`src/rtl/jb_frm_mrkr_sched.sv`:
```
// Per-carrier frame-marker scheduler: 10 ms frame time base, SFN counter and
// DL/UL/PRACH marker pulses at programmed in-frame ns offsets.
module jb_frm_mrkr_sched #(
  parameter int unsigned NUM_CAR    = 2,
  parameter int unsigned NS_PER_CLK = 4,
  parameter int unsigned FRAME_NS   = 10_000_000,
  parameter int unsigned SFN_MAX    = 1023
) (
  input  logic                   clk,
  input  logic                   rst,
  input  logic [NUM_CAR-1:0]     frm_mrkr_gen_enable,
  input  logic [NUM_CAR-1:0]     frm_mrkr_gen_trigger,
  input  logic [NUM_CAR*32-1:0]  dl_frm_mrkr_cntr_ns,
  input  logic [NUM_CAR*32-1:0]  ul_frm_mrkr_cntr_ns,
  input  logic [NUM_CAR*32-1:0]  prach_frm_mrkr_cntr_ns,
  output logic [NUM_CAR-1:0]     dl_frm_mrkr,
  output logic [NUM_CAR-1:0]     ul_frm_mrkr,
  output logic [NUM_CAR-1:0]     prach_frm_mrkr,
  output logic [NUM_CAR*32-1:0]  frm_ns_cnt,
  output logic [NUM_CAR*10-1:0]  sfn,
  output logic [NUM_CAR-1:0]     running,
  output logic [NUM_CAR-1:0]     cfg_err
);

  // The window upper bound cnt + NS_PER_CLK must not overflow 32 bits.
  if (NS_PER_CLK < 1 || (64'(FRAME_NS) + 64'(NS_PER_CLK)) > 64'hFFFF_FFFF) begin : g_param_err
    $error("jb_frm_mrkr_sched: illegal NS_PER_CLK/FRAME_NS combination");
  end

  typedef enum logic [1:0] {StIdle, StArmed, StRun} state_e;

  logic [NUM_CAR-1:0] trig_q, trig_d;

  assign trig_d = frm_mrkr_gen_trigger;

  // Trigger history for rising-edge detection.
  always_ff @(posedge clk) begin
    if (rst) trig_q <= '0;
    else     trig_q <= trig_d;
  end

  for (genvar c = 0; c < NUM_CAR; c++) begin : g_car
    state_e           state_q, state_d;
    logic [31:0]      cnt_q, cnt_d, nxt;
    logic [9:0]       sfn_q, sfn_d;
    logic [2:0][31:0] off_in, sh_q, sh_d;
    logic [2:0]       mrk_q, mrk_d;
    logic             err_q, err_d;
    logic             en, rise, start, latch;

    // Index 0 = DL, 1 = UL, 2 = PRACH.
    assign off_in[0] = dl_frm_mrkr_cntr_ns[c*32 +: 32];
    assign off_in[1] = ul_frm_mrkr_cntr_ns[c*32 +: 32];
    assign off_in[2] = prach_frm_mrkr_cntr_ns[c*32 +: 32];

    // Next-state: FSM, frame counter/SFN, shadow latching and marker hit detection.
    always_comb begin
      state_d = state_q;
      cnt_d   = cnt_q;
      sfn_d   = sfn_q;
      sh_d    = sh_q;
      err_d   = err_q;
      mrk_d   = '0;
      start   = 1'b0;
      latch   = 1'b0;
      en      = frm_mrkr_gen_enable[c];
      rise    = frm_mrkr_gen_trigger[c] & ~trig_q[c];
      nxt     = cnt_q + NS_PER_CLK;

      unique case (state_q)
        StIdle: begin
          if (en) state_d = StArmed;
        end
        StArmed: begin
          if (!en) begin
            state_d = StIdle;
          end else if (rise) begin
            state_d = StRun;
            start   = 1'b1;
          end
        end
        StRun: begin
          if (!en) begin
            state_d = StIdle;
          end else if (rise) begin
            start = 1'b1;
          end else if (nxt >= FRAME_NS) begin
            cnt_d = nxt - FRAME_NS;
            sfn_d = (sfn_q == 10'(SFN_MAX)) ? 10'd0 : sfn_q + 10'd1;
            latch = 1'b1;
          end else begin
            cnt_d = nxt;
          end
        end
        default: state_d = StIdle;
      endcase

      if (start) begin
        cnt_d = '0;
        sfn_d = '0;
        latch = 1'b1;
      end

      if (latch) begin
        sh_d = off_in;
        for (int k = 0; k < 3; k++) begin
          if (off_in[k] >= FRAME_NS) err_d = 1'b1;
        end
      end

      // Hit when the offset lies in this cycle's ns window; out-of-frame offsets never hit.
      for (int k = 0; k < 3; k++) begin
        mrk_d[k] = (state_q == StRun) && (sh_q[k] < FRAME_NS) &&
                   (sh_q[k] >= cnt_q) && (sh_q[k] < nxt);
      end
    end

    // Per-carrier state registers.
    always_ff @(posedge clk) begin
      if (rst) begin
        state_q <= StIdle;
        cnt_q   <= '0;
        sfn_q   <= '0;
        sh_q    <= '0;
        mrk_q   <= '0;
        err_q   <= 1'b0;
      end else begin
        state_q <= state_d;
        cnt_q   <= cnt_d;
        sfn_q   <= sfn_d;
        sh_q    <= sh_d;
        mrk_q   <= mrk_d;
        err_q   <= err_d;
      end
    end

    assign dl_frm_mrkr[c]         = mrk_q[0];
    assign ul_frm_mrkr[c]         = mrk_q[1];
    assign prach_frm_mrkr[c]      = mrk_q[2];
    assign frm_ns_cnt[c*32 +: 32] = cnt_q;
    assign sfn[c*10 +: 10]        = sfn_q;
    assign running[c]             = (state_q == StRun);
    assign cfg_err[c]             = err_q;
  end

endmodule

```
`config.mk`:
```
export PLATFORM = sky130hd
export DESIGN_NAME = jb_frm_mrkr_sched
export DESIGN_NICKNAME = d
export VERILOG_FILES = /design/src/rtl/jb_frm_mrkr_sched.sv
export SDC_FILE = /design/constraint.sdc
export NUM_CORES = 1
export LEC_CHECK = 0
export BUFFER_PORTS_ARGS = -buffer_cell sky130_fd_sc_hd__buf_4
export CORE_MARGIN = 4
export CORE_UTILIZATION = 46
export DETAILED_ROUTE_END_ITERATION = 8
export PLACE_DENSITY = 0.7
export SYNTH_ARGS = -nofsm -noshare
export SYNTH_HDL_FRONTEND = slang
export SYNTH_SLANG_ARGS = --single-unit
```
`constraint.sdc`:
```
create_clock -name clk -period 5.15 [get_ports clk]
set_input_delay 0.2575 -clock clk [delete_from_list [all_inputs] [get_ports clk]]
set_output_delay 0.2575 -clock clk [all_outputs]
set_load 0.01 [all_outputs]
```
==> results.cfg <==
[setup_path]
path_max_fanout = 11
cp.arrival_ns = 5.01
critPathKind = flip-flop to flip-flop
rr_worst_depth = 12
cp-start-kind = flip-flop
end_kind = flip-flop
worstPathRequired_ns = 5.59

[die]
num_io_pins = 292
num_rows = 81
die_x_um = 232
core_area_mm2 = 0.0492
start_util_pct = 46.8
die-area_mm2 = 0.0536
dieHeight_um = 232

[timing]
skew_ns = 0.0211
worst_slack_ns = 0.577
worst_hold_slack_ns = 0.0314
rsz0062_at_grt = false
worst_pin_slew_ns = 1.01
tns_ns = 0
relSlewSlack_pct = 32.8
final_max_slew_viol_count = 0
fin_crit_ns = 4.57
fmax_ghz = 0.219
period_share_pct = 88.8
finalSetupViolCount = 0
hold_viol = 0

[cells_and_area]
final_cells = 4008
fillers = 4343
syn2layout_area_growth_pct = 25.1
drive_above_1_share_pct = 13.3
fin_nets = 3889

[yosys]
synth_area_per_cell_um2 = 7.91
synth_ff_type = dfxtp_1
syn_inst = 2904
synth_edf_count = 0
post-synth-top-area-fraction_pct = 24.9
synthArstFlopShare_pct = 0
ys_seq_area_share_pct = 24.9
ys_ff_latch = 286
synth_area_mm2 = 0.0230
synth_cell_types = 98
synth_area_leaders = dfxtp_1, ha_1, nand2_1
yosys_warnings = 0
yosysTopAreaCell = dfxtp_1

[route]
routedWlPerCell_um = 21.1
wl_mm = 84.4
post_drt_via_cell_ratio = 6.03
route.detailed.drc = 0
dr.pass1.iters = 5
drt_iter0_drc = 2058
antenna_left = 0
vias = 24200

[power_and_ir_drop]
powerDensity_mw_per_mm2 = 215
ir_drop_uv = 187
leakagePower_uw = 0.0121
p_total_uw = 6170

[job]
drv_cap = 0

[placement]
port_buffers = 287
place_ws_ns = 0.770
place_congestion = 1.01
dpl.hpwl_mm = 63.5
place_inst = 3758

[hold_path]
hp-class = input pin to flip-flop
holdPathStages = 3

[global_routing]
grt_usage_pct = 30.3
grt_pass1_wl_mm = 131
overflow = 0
antenna_found_initial = 3
grt_max_degree = 98
grt_pass1_vias = 23300

[clock_network]
cts_buffers = 35
clock-sinks = 286
clock_path_buffers = 3
holdBufCountCts = 186
clk_pin_slew_ns = 0.06
cts_tree = yes
cts_setup_buffers = 0
root_buffer = clkbuf_16
htree_levels = 2
ctsResizeCount = 0
clkLatencyLatePin_ns = 0.57

[status]
status = finished, final reports clean
## power by group
part           internal [uW]  total (uW)  switching [uW]  leakage (uW)
registers               2270        2350            82.5       0.00231
logic                    575        1230             653       0.00923
clock network           1540        2590            1050      0.000583
## stage by stage
stage,utilization (%),instance area [um^2]
floorplan,-,23000
global placement,52.3,25700
detailed placement,52.3,25700
CTS,58.5,28700
global route,58.5,28800
finish,58.5,28800
## synthesized netlist by cell type, types with 5 or more instances
cell type / instances
o21a_1: 33
inv_1: 84
nor2b_1: 50
or4_1: 9
clkbuf_1: 72
nor4_4: 5
a211oi_1: 15
mux2i_1: 14
ha_1: 374
and2_1: 14
nor3_1: 47
nor4_1: 42
o41ai_1: 5
nand4_1: 91
nor3b_1: 5
nand2b_1: 29
a211o_1: 7
o22ai_1: 6
o21ai_0: 132
a21oi_1: 344
a2111oi_0: 21
o31ai_1: 12
buf_6: 6
o211ai_1: 21
nor2_1: 134
xnor2_1: 85
xor2_1: 24
o21ai_1: 6
a31oi_1: 16
a21o_1: 93
buf_2: 48
a311oi_1: 6
nand3_1: 70
and4_1: 14
a221oi_1: 11
and3_1: 22
buf_4: 15
dfxtp_1: 286
o211a_1: 13
or3_1: 38
o2111ai_1: 12
nand2_1: 484
## cells by family after synthesis
group,synth area share (%)
fa+ha+maj,20.4
buf+inv,4.48
simple gates,23.2
mux,0.757
other cells,0.0163
xor+xnor,4.34
compound gates,21.9
flops,24.9
## flip-flops by register name (all words and copies together), names as in the netlist
name	cells
g_car.sfn_q	20
g_car.cnt_q	60
g_car.err_q	2
g_car.state_q	4
g_car.sh_q	192
g_car.mrk_q	6
trig_q	2
## placed cells by master (no fill, tap or decap), drive strengths merged, types with 9 or more instances in the layout
| cell | n |
|---|---|
| ha | 374 |
| dlygate4sd3 | 186 |
| a21oi | 347 |
| buf | 332 |
| clkinv | 12 |
| nor4 | 49 |
| clkbuf | 43 |
| a211oi | 17 |
| nand4 | 93 |
| mux2i | 14 |
| nand3 | 74 |
| and4 | 14 |
| o211a | 13 |
| xnor2 | 87 |
| xor2 | 24 |
| o21a | 33 |
| o2111ai | 12 |
| and3 | 23 |
| dfxtp | 286 |
| inv | 86 |
| o31ai | 13 |
| and2 | 14 |
| o21ai | 140 |
| or4 | 9 |
| nand2b | 29 |
| o211ai | 22 |
| nor2b | 50 |
| nor3 | 51 |
| nand2 | 487 |
| or3 | 38 |
| a31oi | 16 |
| a221oi | 12 |
| nor2 | 136 |
| a2111oi | 22 |
| a21o | 93 |
## worst max-delay path: stages, from the launching register on
cell	delay [ns]
dfxtp_1	0.56
ha_1	0.42
nand3_2	0.30
nor3_4	0.38
xnor2_1	0.22
clkinv_1	0.25
or4_1	0.58
nor3b_1	0.37
and4_1	0.32
o211ai_2	0.14
or3_1	0.40
a21oi_1	0.17
mux2_1	0.34
## layer usage
layer  part of all wire [%]  vias up  GRT usage, %
li1                       -    11400             -
met1                     45    11400          42.4
met2                     43     1109          47.5
met3                    8.2      213          5.11
met4                    3.6        0          9.98
met5                      0        -             0
## cell type report
cell class              instances  area, um^2  area share [%]
multi-input cells            2390       16300            56.6
inverters                      86         323            1.12
well taps                     664         831            2.89
clock inverters                18         210           0.731
repair buffers                518        4420            15.4
flip-flops and latches        286        5730            19.9
clock buffers                  43         967            3.36
diodes                          3        7.51          0.0261
## final timing paths
check                                       from                               to  slack, ns
setup / recovery  g_car[0].cnt_q[3]$_SDFFE_PP0P_  g_car[0].cnt_q[28]$_SDFFE_PP0P_       0.58
hold reg to reg    g_car[1].sh_q[2]$_SDFFE_PP0P_    g_car[1].sh_q[2]$_SDFFE_PP0P_       0.45
setup reg to reg  g_car[0].cnt_q[3]$_SDFFE_PP0P_  g_car[0].cnt_q[28]$_SDFFE_PP0P_       0.58
hold / removal        prach_frm_mrkr_cntr_ns[62]   g_car[1].sh_q[94]$_SDFFE_PP0P_       0.03
Note: power is estimated with default switching activity, not from simulation.
